File: config.mk
export PLATFORM = sky130hd
export DESIGN_NAME = tictactoe_turn_controller
export DESIGN_NICKNAME = d
export VERILOG_FILES = /design/src/rtl/tictactoe_turn_controller.sv
export SDC_FILE = /design/constraint.sdc
export NUM_CORES = 1
export LEC_CHECK = 0
export BUFFER_PORTS_ARGS = -buffer_cell sky130_fd_sc_hd__buf_2
export CAP_MARGIN = 25
export CORE_ASPECT_RATIO = 0.6
export CORE_MARGIN = 2
export CORE_UTILIZATION = 58
export CTS_CLUSTER_SIZE = 28
export DETAILED_ROUTE_END_ITERATION = 10
export HOLD_SLACK_MARGIN = 0.03
export PLACE_DENSITY_LB_ADDON = 0.12
export REMOVE_ABC_BUFFERS = 1
export SYNTH_ARGS = -nofsm -noshare
export SYNTH_HDL_FRONTEND = slang
export SYNTH_SLANG_ARGS = --single-unit
File: constraint.sdc
create_clock -name clk -period 10.9 [get_ports clk]
set_input_delay 2.725 -clock clk [delete_from_list [all_inputs] [get_ports clk]]
set_output_delay 2.725 -clock clk [all_outputs]
set_load 0.05 [all_outputs]
File: src/rtl/tictactoe_turn_controller.sv
// Tic-tac-toe turn sequencer: owns both board bitmaps, alternates turns, runs the per-turn
// countdown, validates and applies moves, auto-plays on timeout and detects win/tie.
module tictactoe_turn_controller #(
  parameter int unsigned TICK_DIV     = 50000000,
  parameter int unsigned TURN_TIMEOUT = 15
) (
  input  logic       clk,
  input  logic       rst,
  input  logic       start,
  input  logic       move_valid,
  input  logic [3:0] move_pos,
  input  logic [3:0] rand_pos,
  output logic       player,
  output logic [4:0] time_left,
  output logic [8:0] board_x,
  output logic [8:0] board_o,
  output logic       invalid_move,
  output logic       print_sprite,
  output logic [3:0] sprite_pos,
  output logic       sprite_player,
  output logic       auto_played,
  output logic       print_win,
  output logic [1:0] winner
);

  localparam int unsigned PrescW = (TICK_DIV > 1) ? $clog2(TICK_DIV) : 1;
  localparam logic [PrescW-1:0] PrescMax = PrescW'(TICK_DIV - 1);
  localparam logic [4:0] TimeInit = 5'(TURN_TIMEOUT);

  typedef enum logic [2:0] {
    StIdle, StWaitMove, StValidate, StApply, StCheckWin, StGameOver
  } state_e;

  state_e            state_q, state_d;
  logic [8:0]        board_x_q, board_x_d, board_o_q, board_o_d;
  logic              player_q, player_d;
  logic [4:0]        time_left_q, time_left_d;
  logic [PrescW-1:0] presc_q, presc_d;
  logic [3:0]        pos_q, pos_d;
  logic              auto_q, auto_d;
  logic [3:0]        last_pos_q, last_pos_d;
  logic              last_player_q, last_player_d;
  logic [1:0]        winner_q, winner_d;

  logic [8:0]  occupied;
  logic [15:0] occupied_ext;
  logic        reject;
  logic        tick;
  logic [3:0]  auto_pos;
  logic        auto_found;

  assign occupied     = board_x_q | board_o_q;
  assign occupied_ext = {7'b0, occupied};
  // Out-of-range cells read as zero in occupied_ext, so the range test is separate.
  assign reject       = (pos_q > 4'd8) || occupied_ext[pos_q];
  assign tick         = (presc_q == PrescMax);

  function automatic logic has_line(input logic [8:0] b);
    return (b[0] & b[1] & b[2]) | (b[3] & b[4] & b[5]) | (b[6] & b[7] & b[8]) |
           (b[0] & b[3] & b[6]) | (b[1] & b[4] & b[7]) | (b[2] & b[5] & b[8]) |
           (b[0] & b[4] & b[8]) | (b[2] & b[4] & b[6]);
  endfunction

  // Timeout target: first free cell scanning upward from rand_pos, wrapping 8 -> 0.
  always_comb begin
    int unsigned base;
    int unsigned idx;
    auto_pos   = '0;
    auto_found = 1'b0;
    base       = (rand_pos > 4'd8) ? 32'd0 : 32'(rand_pos);
    for (int unsigned i = 0; i < 9; i++) begin
      idx = (base + i) % 9;
      if (!auto_found && !occupied[idx[3:0]]) begin
        auto_pos   = idx[3:0];
        auto_found = 1'b1;
      end
    end
  end

  // State and datapath registers.
  always_ff @(posedge clk) begin
    if (rst) begin
      state_q       <= StIdle;
      board_x_q     <= '0;
      board_o_q     <= '0;
      player_q      <= 1'b0;
      time_left_q   <= TimeInit;
      presc_q       <= '0;
      pos_q         <= '0;
      auto_q        <= 1'b0;
      last_pos_q    <= '0;
      last_player_q <= 1'b0;
      winner_q      <= 2'b00;
    end else begin
      state_q       <= state_d;
      board_x_q     <= board_x_d;
      board_o_q     <= board_o_d;
      player_q      <= player_d;
      time_left_q   <= time_left_d;
      presc_q       <= presc_d;
      pos_q         <= pos_d;
      auto_q        <= auto_d;
      last_pos_q    <= last_pos_d;
      last_player_q <= last_player_d;
      winner_q      <= winner_d;
    end
  end

  // Next-state and datapath update.
  always_comb begin
    state_d       = state_q;
    board_x_d     = board_x_q;
    board_o_d     = board_o_q;
    player_d      = player_q;
    time_left_d   = time_left_q;
    presc_d       = presc_q;
    pos_d         = pos_q;
    auto_d        = auto_q;
    last_pos_d    = last_pos_q;
    last_player_d = last_player_q;
    winner_d      = winner_q;
    case (state_q)
      StIdle, StGameOver: begin
        if (start) begin
          board_x_d   = '0;
          board_o_d   = '0;
          winner_d    = 2'b00;
          player_d    = 1'b0;
          time_left_d = TimeInit;
          presc_d     = '0;
          state_d     = StWaitMove;
        end
      end
      StWaitMove: begin
        // A submitted move freezes the countdown that cycle, so a coincident timeout is lost.
        if (move_valid) begin
          pos_d   = move_pos;
          auto_d  = 1'b0;
          state_d = StValidate;
        end else begin
          presc_d = tick ? '0 : presc_q + PrescW'(1);
          if (tick) begin
            time_left_d = time_left_q - 5'd1;
            if (time_left_q == 5'd1) begin
              pos_d   = auto_pos;
              auto_d  = 1'b1;
              state_d = StApply;
            end
          end
        end
      end
      StValidate: state_d = reject ? StWaitMove : StApply;
      StApply: begin
        if (player_q) board_o_d = board_o_q | (9'b1 << pos_q);
        else          board_x_d = board_x_q | (9'b1 << pos_q);
        last_pos_d    = pos_q;
        last_player_d = player_q;
        state_d       = StCheckWin;
      end
      StCheckWin: begin
        if (has_line(player_q ? board_o_q : board_x_q)) begin
          winner_d = player_q ? 2'b10 : 2'b01;
          state_d  = StGameOver;
        end else if (&occupied) begin
          winner_d = 2'b11;
          state_d  = StGameOver;
        end else begin
          player_d    = ~player_q;
          time_left_d = TimeInit;
          presc_d     = '0;
          state_d     = StWaitMove;
        end
      end
      default: state_d = StIdle;
    endcase
  end

  // Outputs: pulses decoded from state, sprite fields track the most recent placement.
  always_comb begin
    player        = player_q;
    time_left     = time_left_q;
    board_x       = board_x_q;
    board_o       = board_o_q;
    winner        = winner_q;
    invalid_move  = (state_q == StValidate) && reject;
    print_sprite  = (state_q == StApply);
    auto_played   = (state_q == StApply) && auto_q;
    print_win     = (state_q == StGameOver);
    sprite_pos    = (state_q == StApply) ? pos_q : last_pos_q;
    sprite_player = (state_q == StApply) ? player_q : last_player_q;
  end

endmodule

==> flow_summary.html <==
<table>
<tr><th>Metric</th><th>Value</th></tr>
<tr><th colspan="2">Critical path</th></tr>
<tr><td>Startpoint type of the worst setup path</td><td>primary input</td></tr>
<tr><td>Maximum net fanout on the critical path</td><td>18</td></tr>
<tr><td>Cell breakdown of the critical path</td><td>buf_2 -&gt; or4b_1 -&gt; clkinv_2 -&gt; ha_1 -&gt; nor4b_2 -&gt; o21ai_0 -&gt; o31ai_1 -&gt; ha_1 -&gt; nor2b_1 -&gt; a21boi_1 -&gt; o21ai_1 -&gt; mux2_2 -&gt; and4b_1 -&gt; a311oi_1 -&gt; mux2i_1 -&gt; buf_4 -&gt; nor3b_4 -&gt; a21oi_1 -&gt; o221a_1 -&gt; o32ai_2</td></tr>
<tr><td>Worst path required time</td><td>between 10000 and 15000 ps</td></tr>
<tr><td>Buf/Inv on CP</td><td>3</td></tr>
<tr><td>Critical path capture point type</td><td>flip-flop</td></tr>
<tr><td>Crit path max-delay family</td><td>simple AND/OR/NAND/NOR gates</td></tr>
<tr><td>Most common cell on crit path</td><td>sky130_fd_sc_hd__ha_1</td></tr>
<tr><td>Signal arrival time at the worst endpoint</td><td>roughly 8900 ps</td></tr>
<tr><td>Critical Path Max Stage Delay</td><td>about 670 ps</td></tr>
<tr><td>Worst Setup Path Type</td><td>in -&gt; reg</td></tr>
<tr><td>Slowest cell on crit path</td><td>sky130_fd_sc_hd__or4b_1</td></tr>
<tr><th colspan="2">Floorplanning</th></tr>
<tr><td>Die width</td><td>149.6 µm</td></tr>
<tr><td>Total I/O pin count</td><td>47</td></tr>
<tr><td>Overall die area</td><td>~0.014 mm²</td></tr>
<tr><td>Core region area</td><td>~0.012 mm²</td></tr>
<tr><td>Vertical die dimension</td><td>91.37 µm</td></tr>
<tr><td>Effective utilization at floorplan</td><td>60.39%</td></tr>
<tr><td>Number of standard-cell rows in the floorplan</td><td>31</td></tr>
<tr><th colspan="2">Timing</th></tr>
<tr><td>Min Tclk post-route</td><td>8612 ps</td></tr>
<tr><td>Achievable clock frequency</td><td>116.1 MHz</td></tr>
<tr><td>Worst Hold Margin</td><td>about 460 ps</td></tr>
<tr><td>Fin Clk Skew</td><td>~5.6 ps</td></tr>
<tr><td>RSZ-0062 raised after global routing</td><td>no</td></tr>
<tr><td>Final setup margin</td><td>2288 ps</td></tr>
<tr><td>Count of pins over their slew limit</td><td>0</td></tr>
<tr><td>Actual transition at the worst max-transition pin</td><td>between 700 and 800 ps</td></tr>
<tr><td>Final setup TNS</td><td>0 ps</td></tr>
<tr><td>Final setup violation count</td><td>0</td></tr>
<tr><td>Count of endpoints failing hold in the final timing report</td><td>0</td></tr>
<tr><td>Worst relative slew slack</td><td>49.02%</td></tr>
<tr><td>Final period utilization</td><td>79.00%</td></tr>
<tr><th colspan="2">Drt</th></tr>
<tr><td>Routed wire length per instance</td><td>roughly 20 µm</td></tr>
<tr><td>Number of remaining DRC errors</td><td>0</td></tr>
<tr><td>First DRT Iteration DRCs</td><td>about 950</td></tr>
<tr><td>Via total after detailed routing</td><td>about 8100</td></tr>
<tr><td>Number of optimization iterations in the first detailed-route pass</td><td>5</td></tr>
<tr><td>Total wirelength of the detailed-routed design</td><td>around 24 mm</td></tr>
<tr><td>DRT antenna net count</td><td>0</td></tr>
<tr><td>Vias per cell</td><td>6.764</td></tr>
<tr><th colspan="2">Power</th></tr>
<tr><td>Leak Pwr</td><td>0.003070 µW</td></tr>
<tr><td>Power density of the placed cells</td><td>~100 mW/mm²</td></tr>
<tr><td>Worst vdd ir</td><td>0.08381 mV</td></tr>
<tr><th colspan="2">GRT</th></tr>
<tr><td>First-pass GRT wire length</td><td>approximately 39 mm</td></tr>
<tr><td>Initial antenna violation count</td><td>0</td></tr>
<tr><td>Global route total overflow</td><td>0</td></tr>
<tr><td>Number of global-route vias before repair</td><td>7157</td></tr>
<tr><td>Total global routing track utilization</td><td>between 30% and 40%</td></tr>
<tr><td>Largest net degree at the start of global routing</td><td>44</td></tr>
<tr><th colspan="2">Placed design</th></tr>
<tr><td>Cell area after placement</td><td>around 0.0077 mm²</td></tr>
<tr><td>IO buf count</td><td>between 40 and 50</td></tr>
<tr><td>Placer's final routability congestion estimate</td><td>about 1.0</td></tr>
<tr><td>Post-DP HPWL</td><td>around 18 mm</td></tr>
<tr><td>Pre-CTS setup slack</td><td>roughly 2200 ps</td></tr>
<tr><th colspan="2">Yosys</th></tr>
<tr><td>Number of enable-type register cells in the synthesized netlist</td><td>0</td></tr>
<tr><td>Post-synth top area share</td><td>17.64%</td></tr>
<tr><td>Largest cells by area after synthesis</td><td>sky130_fd_sc_hd__dfxtp_1 (18%), sky130_fd_sc_hd__ha_1 (7.8%), sky130_fd_sc_hd__nor2_1 (6.3%)</td></tr>
<tr><td>Compound-cell area share of the yosys netlist</td><td>between 20% and 30%</td></tr>
<tr><td>Area share of and/or/nand/nor cells after synthesis</td><td>between 20 and 30%</td></tr>
<tr><td>Mux contribution to synthesized area</td><td>under 10%</td></tr>
<tr><td>Sequential cell area fraction in the yosys report</td><td>between 15 and 20%</td></tr>
<tr><td>Post-Synth XOR/XNOR Area</td><td>around 4.3%</td></tr>
<tr><td>Yosys warning count</td><td>0</td></tr>
<tr><td>Gate Count Post-Synth</td><td>slightly above 1000</td></tr>
<tr><td>FF+latch count, synth</td><td>65</td></tr>
<tr><td>Area share of fa/ha/maj cells after synthesis</td><td>under 10%</td></tr>
<tr><td>Async SR Flop Fraction</td><td>0%</td></tr>
<tr><td>Cell accounting for the most synthesized area</td><td>sky130_fd_sc_hd__dfxtp_1</td></tr>
<tr><td>Post-Syn Area per Cell</td><td>between 7 and 8 µm²</td></tr>
<tr><td>Post-Synthesis Cell Area</td><td>around 0.0074 mm²</td></tr>
<tr><td>Top FF cell, synth</td><td>sky130_fd_sc_hd__dfxtp_1</td></tr>
<tr><td>Count of unique library cells instantiated by Yosys</td><td>97</td></tr>
<tr><td>Main combinational cell family by area after synthesis</td><td>compound AO/OA/AOI/OAI gates</td></tr>
<tr><th colspan="2">Final layout</th></tr>
<tr><td>Post-Route Utilization</td><td>about two thirds</td></tr>
<tr><td>Count of filler cells inserted in the layout</td><td>1122</td></tr>
<tr><td>Commonest cells after routing, fill and taps aside</td><td>sky130_fd_sc_hd__nor2_1 (123), sky130_fd_sc_hd__nand2_1 (97), sky130_fd_sc_hd__a21oi_1 (80)</td></tr>
<tr><td>Cell area after layout</td><td>roughly 0.0080 mm²</td></tr>
<tr><td>Layout-stage area growth over the synthesis result</td><td>7.868%</td></tr>
<tr><td>Share of cells above drive strength 1</td><td>12.54%</td></tr>
<tr><td>Nets</td><td>1082</td></tr>
<tr><td>Count of inserted antenna diode cells</td><td>0</td></tr>
<tr><td>Most common library cell in the layout ignoring fill and taps</td><td>sky130_fd_sc_hd__nor2_1</td></tr>
<tr><th colspan="2">Clock tree</th></tr>
<tr><td>Cells resized by post-CTS repair</td><td>0</td></tr>
<tr><td>Clk sinks</td><td>65</td></tr>
<tr><td>Clock edge transition at the registers on the reported setup and hold paths</td><td>50 ps</td></tr>
<tr><td>Post-CTS Hold Buffers</td><td>0</td></tr>
<tr><td>Worst-case clock buffer depth</td><td>2</td></tr>
<tr><td>Max H-tree Level</td><td>3</td></tr>
<tr><td>Clock latency on the worst-skew pair</td><td>330 ps</td></tr>
<tr><td>TritonCTS clock tree</td><td>built</td></tr>
<tr><td>Clk Tree Root Cell</td><td>sky130_fd_sc_hd__clkbuf_16</td></tr>
<tr><td>Cts bufs inserted</td><td>9</td></tr>
<tr><td>Count of buffers added by post-CTS timing repair for setup</td><td>0</td></tr>
<tr><th colspan="2">Hold path</th></tr>
<tr><td>Type of the worst min-delay path</td><td>reg -&gt; reg</td></tr>
<tr><th colspan="2">Run status</th></tr>
<tr><td>Result of the run</td><td>finished clean</td></tr>
<tr><th colspan="2">Run</th></tr>
<tr><td>Maxcap violations</td><td>0</td></tr>
</table>
## cells by family (layout without fill, tap and decap cells)
family                   Yosys count  count (layout)
flip-flops                        65              65
multiplexers                      37              37
AND/OR/NAND/NOR                  431             431
XOR/XNOR                          35              35
adder cells (fa/ha/maj)           47              47
AO/OA/AOI/OAI                    303             303
buffers and inverters             90             111
## worst reg2reg max path, delay by kind of cell (launching register included)
kind	cells	cell delay (ps)
AO/OA/AOI/OAI	7	2010
AND/OR/NAND/NOR	3	950
multiplexers	2	530
flip-flops	1	410
## synthesized netlist by cell type, types with 7 or more instances
library cell	instances
sky130_fd_sc_hd__nor2_1	123
sky130_fd_sc_hd__xor2_1	14
sky130_fd_sc_hd__and2_1	8
sky130_fd_sc_hd__mux4_2	10
sky130_fd_sc_hd__and3_1	10
sky130_fd_sc_hd__a22o_1	9
sky130_fd_sc_hd__or3_1	8
sky130_fd_sc_hd__nand3_1	39
sky130_fd_sc_hd__a21o_1	9
sky130_fd_sc_hd__o211ai_1	12
sky130_fd_sc_hd__ha_1	46
sky130_fd_sc_hd__nor2b_1	18
sky130_fd_sc_hd__a21oi_1	80
sky130_fd_sc_hd__nor3_1	41
sky130_fd_sc_hd__nand3b_1	7
sky130_fd_sc_hd__xnor2_1	20
sky130_fd_sc_hd__mux2i_1	19
sky130_fd_sc_hd__or2_2	13
sky130_fd_sc_hd__o21ai_1	8
sky130_fd_sc_hd__a31oi_1	15
sky130_fd_sc_hd__nor4_1	12
sky130_fd_sc_hd__clkbuf_1	33
sky130_fd_sc_hd__mux2_2	8
sky130_fd_sc_hd__nand2b_1	19
sky130_fd_sc_hd__dfxtp_1	65
sky130_fd_sc_hd__a22oi_1	7
sky130_fd_sc_hd__a211oi_1	19
sky130_fd_sc_hd__nand2_1	97
sky130_fd_sc_hd__buf_2	13
sky130_fd_sc_hd__nand4_1	11
sky130_fd_sc_hd__o21ai_0	39
sky130_fd_sc_hd__a311oi_1	7
sky130_fd_sc_hd__inv_1	29
## power breakdown
group	internal, µW	switching (µW)	leakage [µW]
registers	243	9.46	0.000525
clock network	182	98.3	0.000144
logic	94.3	182	0.00240
## sequential cells by signal, summed over array words and instances (netlist names)
| name | count |
|---|---|
| player | 1 |
| pos_q | 4 |
| board_o | 9 |
| state_q | 3 |
| presc_q | 26 |
| time_left | 5 |
| winner | 2 |
| board_x | 9 |
| last_pos_q | 4 |
| auto_q | 1 |
| last_player_q | 1 |
## final timing paths
check | from | to | cells past startpoint | slack [ps]
max | rand_pos[0] | pos_q[2] | 20 | 2290
min | winner[0] | winner[0] | 2 | 460
max reg2reg | board_o[6] | pos_q[1] | 12 | 6900
min reg2reg | winner[0] | winner[0] | 2 | 460
## cell type report
cell class | count | area (µm²) | area share (%)
Multi-Input combinational cell | 853 | 5697 | 71.58
Sequential cell | 65 | 1301 | 16.35
Timing Repair Buffer | 59 | 327.8 | 4.119
Clock buffer | 13 | 250.2 | 3.144
Tap cell | 165 | 206.4 | 2.594
Inverter | 36 | 136.4 | 1.714
Clock inverter | 3 | 40.04 | 0.5031
## per-layer routing
layer  track usage (%)  vias to the layer above  wire [µm]
met4             5.238                        0        196
met2             44.04                      554       8601
met3             17.59                       32       4027
li1                  -                     3800          -
met1             54.72                     3690      11230
met5                 0                        -          0
## metrics by stage
| step | instances | power, µW |
|---|---|---|
| after global placement | 1177 | 518.9 |
| after floorplan | 954 | 444.2 |
| final | 1194 | 809.4 |
| after CTS | 1193 | 798.8 |
| after global routing | 1194 | 845.6 |
| after detailed placement | 1177 | 518.9 |
(Power assumes the default switching activity.)
